### src/rtl/pc_sequencer.sv
// pc_sequencer: registered fetch-address sequencer with a circular return stack.
// Define PC_SEQ_STACK_ERR_EN to enable the sticky ovf/udf stack error flags.
module pc_sequencer #(
    parameter int ADDR_W      = 16,
    parameter int STACK_DEPTH = 16,
    parameter int JMP_W       = 13,
    parameter int INT_W       = 3
) (
    input  logic                         clk,
    input  logic                         rst,
    input  logic                         stall,
    input  logic                         jmp,
    input  logic [JMP_W-1:0]             jmp_target,
    input  logic                         branch,
    input  logic [ADDR_W-1:0]            branch_target,
    input  logic                         call,
    input  logic [ADDR_W-1:0]            call_target,
    input  logic                         ret,
    input  logic                         irq,
    input  logic [INT_W-1:0]             irq_num,
    input  logic [ADDR_W-1:0]            link_addr,
    input  logic                         clr_err,
    output logic [ADDR_W-1:0]            pc,
    output logic [$clog2(STACK_DEPTH):0] depth,
    output logic                         ovf,
    output logic                         udf
);

    localparam int PTR_W   = $clog2(STACK_DEPTH);
    localparam int DEPTH_W = PTR_W + 1;

    typedef enum logic [2:0] {
        SRC_INC,
        SRC_STALL,
        SRC_JMP,
        SRC_RET,
        SRC_BRANCH,
        SRC_CALL,
        SRC_IRQ
    } src_e;

    src_e               src;
    logic [ADDR_W-1:0]  pc_q;
    logic [ADDR_W-1:0]  pc_next;
    logic [PTR_W-1:0]   wp;
    logic [PTR_W-1:0]   wp_dec;
    logic [DEPTH_W-1:0] depth_q;
    logic               push;
    logic               pop;
    logic               full;
    logic               empty;
    logic [ADDR_W-1:0]  stack_mem [STACK_DEPTH];

    always_comb begin
        src = SRC_INC;
        if (irq)         src = SRC_IRQ;
        else if (call)   src = SRC_CALL;
        else if (branch) src = SRC_BRANCH;
        else if (ret)    src = SRC_RET;
        else if (jmp)    src = SRC_JMP;
        else if (stall)  src = SRC_STALL;
    end

    assign push   = (src == SRC_IRQ) || (src == SRC_CALL);
    assign pop    = (src == SRC_RET);
    assign full   = (depth_q == DEPTH_W'(STACK_DEPTH));
    assign empty  = (depth_q == '0);
    assign wp_dec = wp - 1'b1;

    always_comb begin
        pc_next = pc_q + 1'b1;
        unique case (src)
            SRC_IRQ:    pc_next = ADDR_W'(irq_num);
            SRC_CALL:   pc_next = call_target;
            SRC_BRANCH: pc_next = branch_target;
            SRC_RET:    pc_next = stack_mem[wp_dec];
            SRC_JMP:    pc_next = {pc_q[ADDR_W-1:JMP_W], jmp_target};
            SRC_STALL:  pc_next = pc_q;
            default:    pc_next = pc_q + 1'b1;
        endcase
    end

    // Full/empty only saturate depth; the pointer always wraps.
    always_ff @(posedge clk or posedge rst) begin
        if (rst) begin
            pc_q    <= '0;
            wp      <= '0;
            depth_q <= '0;
        end else begin
            pc_q <= pc_next;
            if (push) begin
                wp <= wp + 1'b1;
                if (!full) depth_q <= depth_q + 1'b1;
            end else if (pop) begin
                wp <= wp_dec;
                if (!empty) depth_q <= depth_q - 1'b1;
            end
        end
    end

    always_ff @(posedge clk) begin
        if (push && !rst) stack_mem[wp] <= link_addr;
    end

    assign pc    = pc_q;
    assign depth = depth_q;

`ifdef PC_SEQ_STACK_ERR_EN
    logic ovf_q;
    logic udf_q;

    always_ff @(posedge clk or posedge rst) begin
        if (rst) begin
            ovf_q <= 1'b0;
            udf_q <= 1'b0;
        end else begin
            if (push && full)   ovf_q <= 1'b1;
            else if (clr_err)   ovf_q <= 1'b0;
            if (pop && empty)   udf_q <= 1'b1;
            else if (clr_err)   udf_q <= 1'b0;
        end
    end

    assign ovf = ovf_q;
    assign udf = udf_q;
`else
    logic unused_clr_err;
    assign unused_clr_err = clr_err;
    assign ovf = 1'b0;
    assign udf = 1'b0;
`endif

endmodule

### config.mk
export PLATFORM = sky130hd
export DESIGN_NAME = pc_sequencer
export DESIGN_NICKNAME = d
export VERILOG_FILES = /design/src/rtl/pc_sequencer.sv
export SDC_FILE = /design/constraint.sdc
export NUM_CORES = 1
export LEC_CHECK = 0
export BUFFER_PORTS_ARGS = -buffer_cell sky130_fd_sc_hd__buf_2
export CAP_MARGIN = 20
export CORE_ASPECT_RATIO = 1.75
export CORE_UTILIZATION = 35
export DETAILED_ROUTE_END_ITERATION = 16
export GPL_TIMING_DRIVEN = 0
export PLACE_DENSITY = 0.51
export SYNTH_ARGS = -nofsm -noshare
export SYNTH_HDL_FRONTEND = slang
export SYNTH_SLANG_ARGS = --single-unit
### constraint.sdc
create_clock -name clk -period 4.7 [get_ports clk]
set_clock_uncertainty 0.1 [all_clocks]
set_input_delay 0.47 -clock clk [delete_from_list [all_inputs] [get_ports clk]]
set_output_delay 0.47 -clock clk [all_outputs]
set_load 0.02 [all_outputs]
==> metrics.cfg, run 1 <==
[worst_setup_path]
required_ns = 4.98
reg2reg_slack_ns = 0.43
start_kind = flop
cp-endpoint = pc[5]
slowest_delay_ns = 0.74
path_cells = buf_6, buf_12, buf_2, inv_1, ha_1, clkbuf_1, mux4_2, mux2i_1, o22ai_1, a2111oi_1, a21oi_1
worstSetupPathType = flop to flop
crit-reg2reg-launch = wp[0]
critPathMaxFanout = 10
rr_worst_depth = 11
end_kind = flop
cpMaxStageDelayCell = a2111oi_1
reg2reg_to = pc[5]
cp.arrival_ns = 4.55
startpoint = wp[0]

[cells_and_area]
n_antenna_cell = 0
num-fill-cells = 3084
drive_above_1_share_pct = 31.3
nNetsFinal = 885
syn_to_final_growth_pct = 17.9

[sta]
rsz0062_at_grt = false
period_minus_slack_ns = 4.27
worst_slack_ns = 0.426
setup_tns_ns = 0
fmax_ghz = 0.234
min_period_over_period_pct = 90.9
hold_violations = 0
hold_slack_ns = 0.121
setup_violations = 0
finalMaxSlewViolations = 0
tightest_slew_ns = 1.08
relSlewSlack_pct = 27.3

[placement]
gp_congestion = 0.851
port_buffers = 90
dp_hpwl_mm = 23.1
post-place-ws_ns = 0.393

[cts]
htreeDepth = 1
path_clk_slew_ns = 0.07
cts_buffers = 25
clk_latency_ns = 0.53
cts_tree = built
root_buffer = clkbuf_16
cts_resized = 0
postCtsSetupBuffers = 0
cts.sinks = 281
cts_buffer_depth = 3

[job]
cap_violations = 0

[global_routing]
grt_first_pass_wirelength_mm = 47.4
grt_pass1_vias = 7243
grt_max_degree = 26
grt-ovfl-total = 0
track_usage_pct = 18.8
antenna_found_initial = 2

[logic_synthesis]
ys_ff_latch = 281
ys.flop_type = edfxtp_1
ys_warn_count = 0
synth_cells = 664
seq_area_frac_synth_pct = 68.9
syn-cell-area_mm2 = 0.0121
ys_types = 76
async_reset_ff_share_pct = 8.90
syn_avg_cell_area_um2 = 18.2
synth_edf_count = 256

[routing]
wl_met2_mm = 18.1
drtAntennaViolNets = 0
via_per_inst = 5.35
wl_met3_mm = 1.18
drtIter0Drc = 406
wl_mm = 32.3
top_layer = met5
wl_per_cell_um = 25.4
dr.pass1.iters = 5
drc = 0
vias = 6804
wl_met1_mm = 11.9

[floorplanning]
coreArea_mm2 = 0.0339
initial_core_util_pct = 35.6
chipWidth_um = 142
ios = 96
die_area_mm2 = 0.0352
fp.dieH_um = 248
row_count = 89

[hold_path]
worstHoldPathType = primary input to flop
hold_start = jmp_target[9]

[power_and_ir_drop]
p_per_area_mw_per_mm2 = 560
ir_drop_v = 0.000226
power_leakage_uw = 0.00480

[run_status]
status = finished clean

[critical path: cells and delay by family, from the launching register on]
family | cells | cell delay (ns)
compound gates | 3 | 0.97
flops | 1 | 0.41
fa+ha+maj | 1 | 0.46
mux | 2 | 0.55
buf+inv | 5 | 1.60
[metal layers]
metal  global-route usage (%)  vias to the layer above
li1                         -                     3000
met1                     20.2                     3544
met2                     37.0                      202
met3                     2.14                       54
met4                     7.24                        4
met5                        0                        -
[sequential cells by signal, summed over array words and instances, names as in the netlist]
name / cells
pc: 16
wp: 4
stack_mem: 256
depth: 5
[repair_timing]
action / 4_1_cts / 5_1_grt
setup endpoints to repair: 0 / 0
hold buffers: 0 / 1
endpoints found under the hold margin: 0 / 5
[worst min-delay path by stage]
stage,end,cells past startpoint
floorplan,depth[0],1
global placement,depth[4],1
detailed placement,depth[4],1
CTS,pc[9],3
global route,pc[9],3
finish,pc[9],3
[per-stage QoR]
stage / total power (µW) / utilization [%] / cells / instance area [µm²]
2_1_floorplan: 5200 / - / 665 / 12100
3_3_place_gp: 6090 / 38.6 / 1210 / 13100
3_5_place_dp: 6230 / 39.8 / 1230 / 13500
4_1_cts: 8070 / 41.9 / 1270 / 14200
5_1_grt: 8330 / 42.0 / 1272 / 14200
6_report: 7960 / 42.0 / 1272 / 14200
[cell families (layout without fill, tap and decap cells)]
logic type | count (synthesis) | after routing | synth area share [%]
AO/OA/AOI/OAI | 90 | 90 | 5.74
XOR/XNOR | 21 | 21 | 1.68
adder cells (fa/ha/maj) | 8 | 8 | 0.830
buffers and inverters | 44 | 196 | 2.40
flip-flops | 281 | 281 | 68.9
multiplexers | 88 | 88 | 14.6
other | 1 | 2 | 0.0311
AND/OR/NAND/NOR | 131 | 131 | 5.78
[placed cells by master (no fill, tap or decap), types with 4 or more instances in the layout]
cell type / n
nand3_1: 5
o22ai_1: 10
buf_4: 6
ha_1: 8
nand2b_1: 4
nor3_1: 5
buf_2: 101
a22oi_1: 20
a21oi_1: 15
o21ai_0: 7
buf_1: 4
mux4_1: 17
mux4_2: 47
xnor2_1: 16
nor2b_1: 5
nor4b_1: 4
mux2i_1: 13
xor2_1: 4
nand4_1: 7
clkinv_1: 5
nand2_1: 34
nor2_2: 13
nor2_1: 19
buf_8: 6
clkinv_2: 4
a221oi_1: 5
nor4_1: 7
edfxtp_1: 256
nor3_2: 5
dfrtp_1: 25
and3_1: 5
buf_16: 7
mux2_2: 7
inv_1: 5
clkbuf_16: 25
buf_6: 13
clkbuf_1: 13
[report_power, final]
part,switching (µW),internal (µW)
Clock,869,966
Sequential,128,2960
Combinational,1680,1360
[layout make-up]
class / instances / area [µm²] / share of cell area (%)
clock inverters: 11 / 56.3 / 0.396
multi-input cells: 340 / 3510 / 24.7
clock buffers: 29 / 641 / 4.51
repair buffers: 112 / 833 / 5.86
flip-flops and latches: 281 / 8310 / 58.5
plain buffers: 38 / 265 / 1.87
well taps: 455 / 569 / 4.01
inverters: 6 / 23.8 / 0.167
[cell usage after synthesis, types with 6 or more instances]
library cell / n / share of area, %
o21ai_0: 7 / 0.29
nor2_1: 31 / 0.96
clkbuf_1: 9 / 0.28
buf_2: 11 / 0.46
xnor2_1: 16 / 1.2
a21oi_1: 15 / 0.62
a22oi_1: 20 / 1.2
mux4_1: 17 / 3.7
mux4_2: 47 / 8.8
dfrtp_1: 25 / 5.2
nor4_1: 7 / 0.36
nand4_1: 7 / 0.36
mux2_2: 7 / 0.65
nor3_1: 9 / 0.37
edfxtp_1: 256 / 64
nand2_1: 34 / 1.1
ha_1: 8 / 0.83
o22ai_1: 10 / 0.52
mux2i_1: 13 / 1.1
buf_4: 6 / 0.37
(Power assumes the default switching activity.)
==> inputs of run 2 (changes only) <==
Settings changed: CELL_PAD_IN_SITES_DETAIL_PLACEMENT set to 1, CELL_PAD_IN_SITES_GLOBAL_PLACEMENT set to 2, PLACE_DENSITY 0.51 to 0.64.
==> run 2 against run 1 <==
Global-route usage grew 1.3 points. Critical endpoint unchanged. Highest routed layer unchanged. Worst setup slack worse by 0.066 ns. Die area did not move. Sequential power is essentially flat. Routed wire length up 5.9%. Largest cell class unchanged.
==> metrics.cfg, run 2 (same netlist as run 1, synthesis figures left out) <==
[run_status]
status = finished clean

[floorplanning]
row_count = 89  ; unchanged
coreArea_mm2 = 0.0339  ; unchanged
ios = 96  ; unchanged
fp.dieH_um = 248  ; unchanged
initial_core_util_pct = 35.6  ; unchanged
chipWidth_um = 142  ; unchanged
die_area_mm2 = 0.0352  ; unchanged

[cts]
hold_buffers = 1  ; +1
htreeDepth = 1  ; unchanged
path_clk_slew_ns = 0.07  ; about the same
cts.sinks = 281  ; unchanged
cts_buffers = 27  ; +8.0%
root_buffer = clkbuf_16
postCtsSetupBuffers = 0  ; unchanged
cts_buffer_depth = 3  ; unchanged
clk_latency_ns = 0.54  ; about the same
cts_resized = 0  ; unchanged
cts_tree = built

[sta]
period_minus_slack_ns = 4.34  ; +0.0664 ns
relSlewSlack_pct = 31.6  ; +4.3 points
hold_violations = 0  ; unchanged
finalMaxSlewViolations = 0  ; unchanged
min_period_over_period_pct = 92.3  ; +1.4 points
fmax_ghz = 0.230  ; -1.5%
hold_slack_ns = 0.122  ; +0.000258 ns
setup_violations = 0  ; unchanged
setup_tns_ns = 0  ; unchanged
tightest_slew_ns = 1.03  ; -0.0581 ns
worst_slack_ns = 0.360  ; -0.0664 ns
rsz0062_at_grt = false

[routing]
via_per_inst = 5.33  ; -0.40%
wl_met1_mm = 12.7  ; +6.9%
vias = 6825  ; +0.31%
wl_met2_mm = 19.5  ; +7.6%
wl_met3_mm = 1.15  ; -2.5%
drtAntennaViolNets = 0  ; unchanged
drtIter0Drc = 275  ; -32%
wl_mm = 34.2  ; +5.9%
dr.pass1.iters = 4  ; -1
top_layer = met5
wl_per_cell_um = 26.7  ; +5.2%
drc = 0  ; unchanged

[worst_setup_path]
required_ns = 4.97  ; about the same
reg2reg_slack_ns = 0.36  ; -0.07 ns
worstSetupPathType = flop to flop
start_kind = flop
reg2reg_to = pc[5]
cpMaxStageDelayCell = a2111oi_1
crit-reg2reg-launch = wp[0]
cp_top_family = buffers and inverters
path_cells = buf_6, buf_12, buf_2, inv_1, ha_1, clkbuf_1, mux4_2, mux2i_1, o22ai_1, a2111oi_1, a21oi_1
slowest_delay_ns = 0.85  ; +0.11 ns
cp.arrival_ns = 4.61  ; +0.06 ns
end_kind = flop
rr_worst_depth = 11  ; unchanged
crit_buf_inv = 5  ; unchanged
critPathMaxFanout = 10  ; unchanged

[placement]
post-place-ws_ns = 0.390  ; -0.00334 ns
gp_congestion = 0.884  ; +3.9%
port_buffers = 90  ; unchanged
place_inst = 1232  ; +0.16%
dp_hpwl_mm = 24.9  ; +7.8%

[cells_and_area]
nNetsFinal = 888  ; +0.34%
syn_to_final_growth_pct = 18.5
mostFrequentLayoutCells = edfxtp_1 (256), buf_2 (101), mux4_2 (47)
fin_util_pct = 42.2  ; +0.22 points
largest_reg_flops = 256  ; unchanged
finalNonFillerCells = 1281  ; +0.71%
regMostFlops = stack_mem
drive_above_1_share_pct = 31.6  ; +0.26 points
n_antenna_cell = 0  ; unchanged
num-fill-cells = 3334  ; +8.1%
layout_commonest_cell = edfxtp_1

[power_and_ir_drop]
ir_drop_v = 0.000297  ; +31%
p_per_area_mw_per_mm2 = 569  ; +1.6%
power_leakage_uw = 0.00484  ; +0.91%

[global_routing]
antenna_found_initial = 1  ; -1
grt_pass1_vias = 7587  ; +4.7%
grt_first_pass_wirelength_mm = 50.4  ; +6.4%
grt-ovfl-total = 0  ; unchanged
grt_max_degree = 19  ; -27%
track_usage_pct = 20.1  ; +1.3 points

[job]
cap_violations = 0  ; unchanged

[hold_path]
worstHoldPathType = primary input to flop
hold-path-endpoint = pc[9]
hold_start = jmp_target[9]
hold_path_depth = 3  ; unchanged

-- run 2: cell count changes in the layout (fill, tap and decap cells not counted) --
cell,previous run,this run
buf_16,7,5
clkinvlp_4,3,1
buf_4,6,7
buf_6,13,11
clkinv_1,5,4
clkinv_4,0,4
clkbuf_1,13,18
clkbuf_16,25,27
buf_8,6,10
-- run 2: stage by stage --
stage	area (µm²)	total power, µW
3_3_place_gp	13100	6100
6_report	14300	8140
5_1_grt	14300	8480
4_1_cts	14300	8250
3_5_place_dp	13500	6270
2_1_floorplan	12100	5200
-- run 2: tightest hold or removal path: cells and delay by family --
| family | cells | cell delay [ns] |
|---|---|---|
| buf+inv | 1 | 0.09 |
| simple gates | 1 | 0.09 |
| compound gates | 1 | 0.06 |
-- run 2: routing by layer --
metal | track usage [%] | vias to the layer above
met2 | 39.9 | 156
met5 | 0 | -
met4 | 5.82 | 2
li1 | - | 3015
met1 | 22.0 | 3607
met3 | 2.16 | 45
-- run 2: area by class of cell --
type                       count  area (µm²)  share of cell area [%]
clock inverter                12        72.6                   0.508
buffer                        38         265                    1.86
multi-input combinational    340        3510                    24.6
timing repair buffer         113         823                    5.76
clock buffer                  36         709                    4.96
inverter                       6        23.8                   0.166
tap                          455         569                    3.98
sequential                   281        8310                    58.2
-- run 2: worst max path at each step --
stage / cells past startpoint / slack [ns] / to / startpoint
after CTS: 11 / 0.33 / pc[5] / wp[0]
final: 11 / 0.36 / pc[5] / wp[0]
after detailed placement: 11 / 0.39 / pc[5] / wp[0]
after global routing: 11 / 0.13 / pc[5] / wp[0]
after floorplan: 11 / 1.66 / pc[6] / wp[0]
after global placement: 7 / -0.05 / stack_mem[3][2] / call
-- run 2: report_power, final --
group / total, µW / internal [µW] / leakage [µW] / switching, µW
registers: 3100 / 2960 / 0.00262 / 132
logic: 3060 / 1370 / 0.00185 / 1700
clock network: 1980 / 1060 / 0.000378 / 911
total: 8140 / 5390 / 0.00484 / 2740
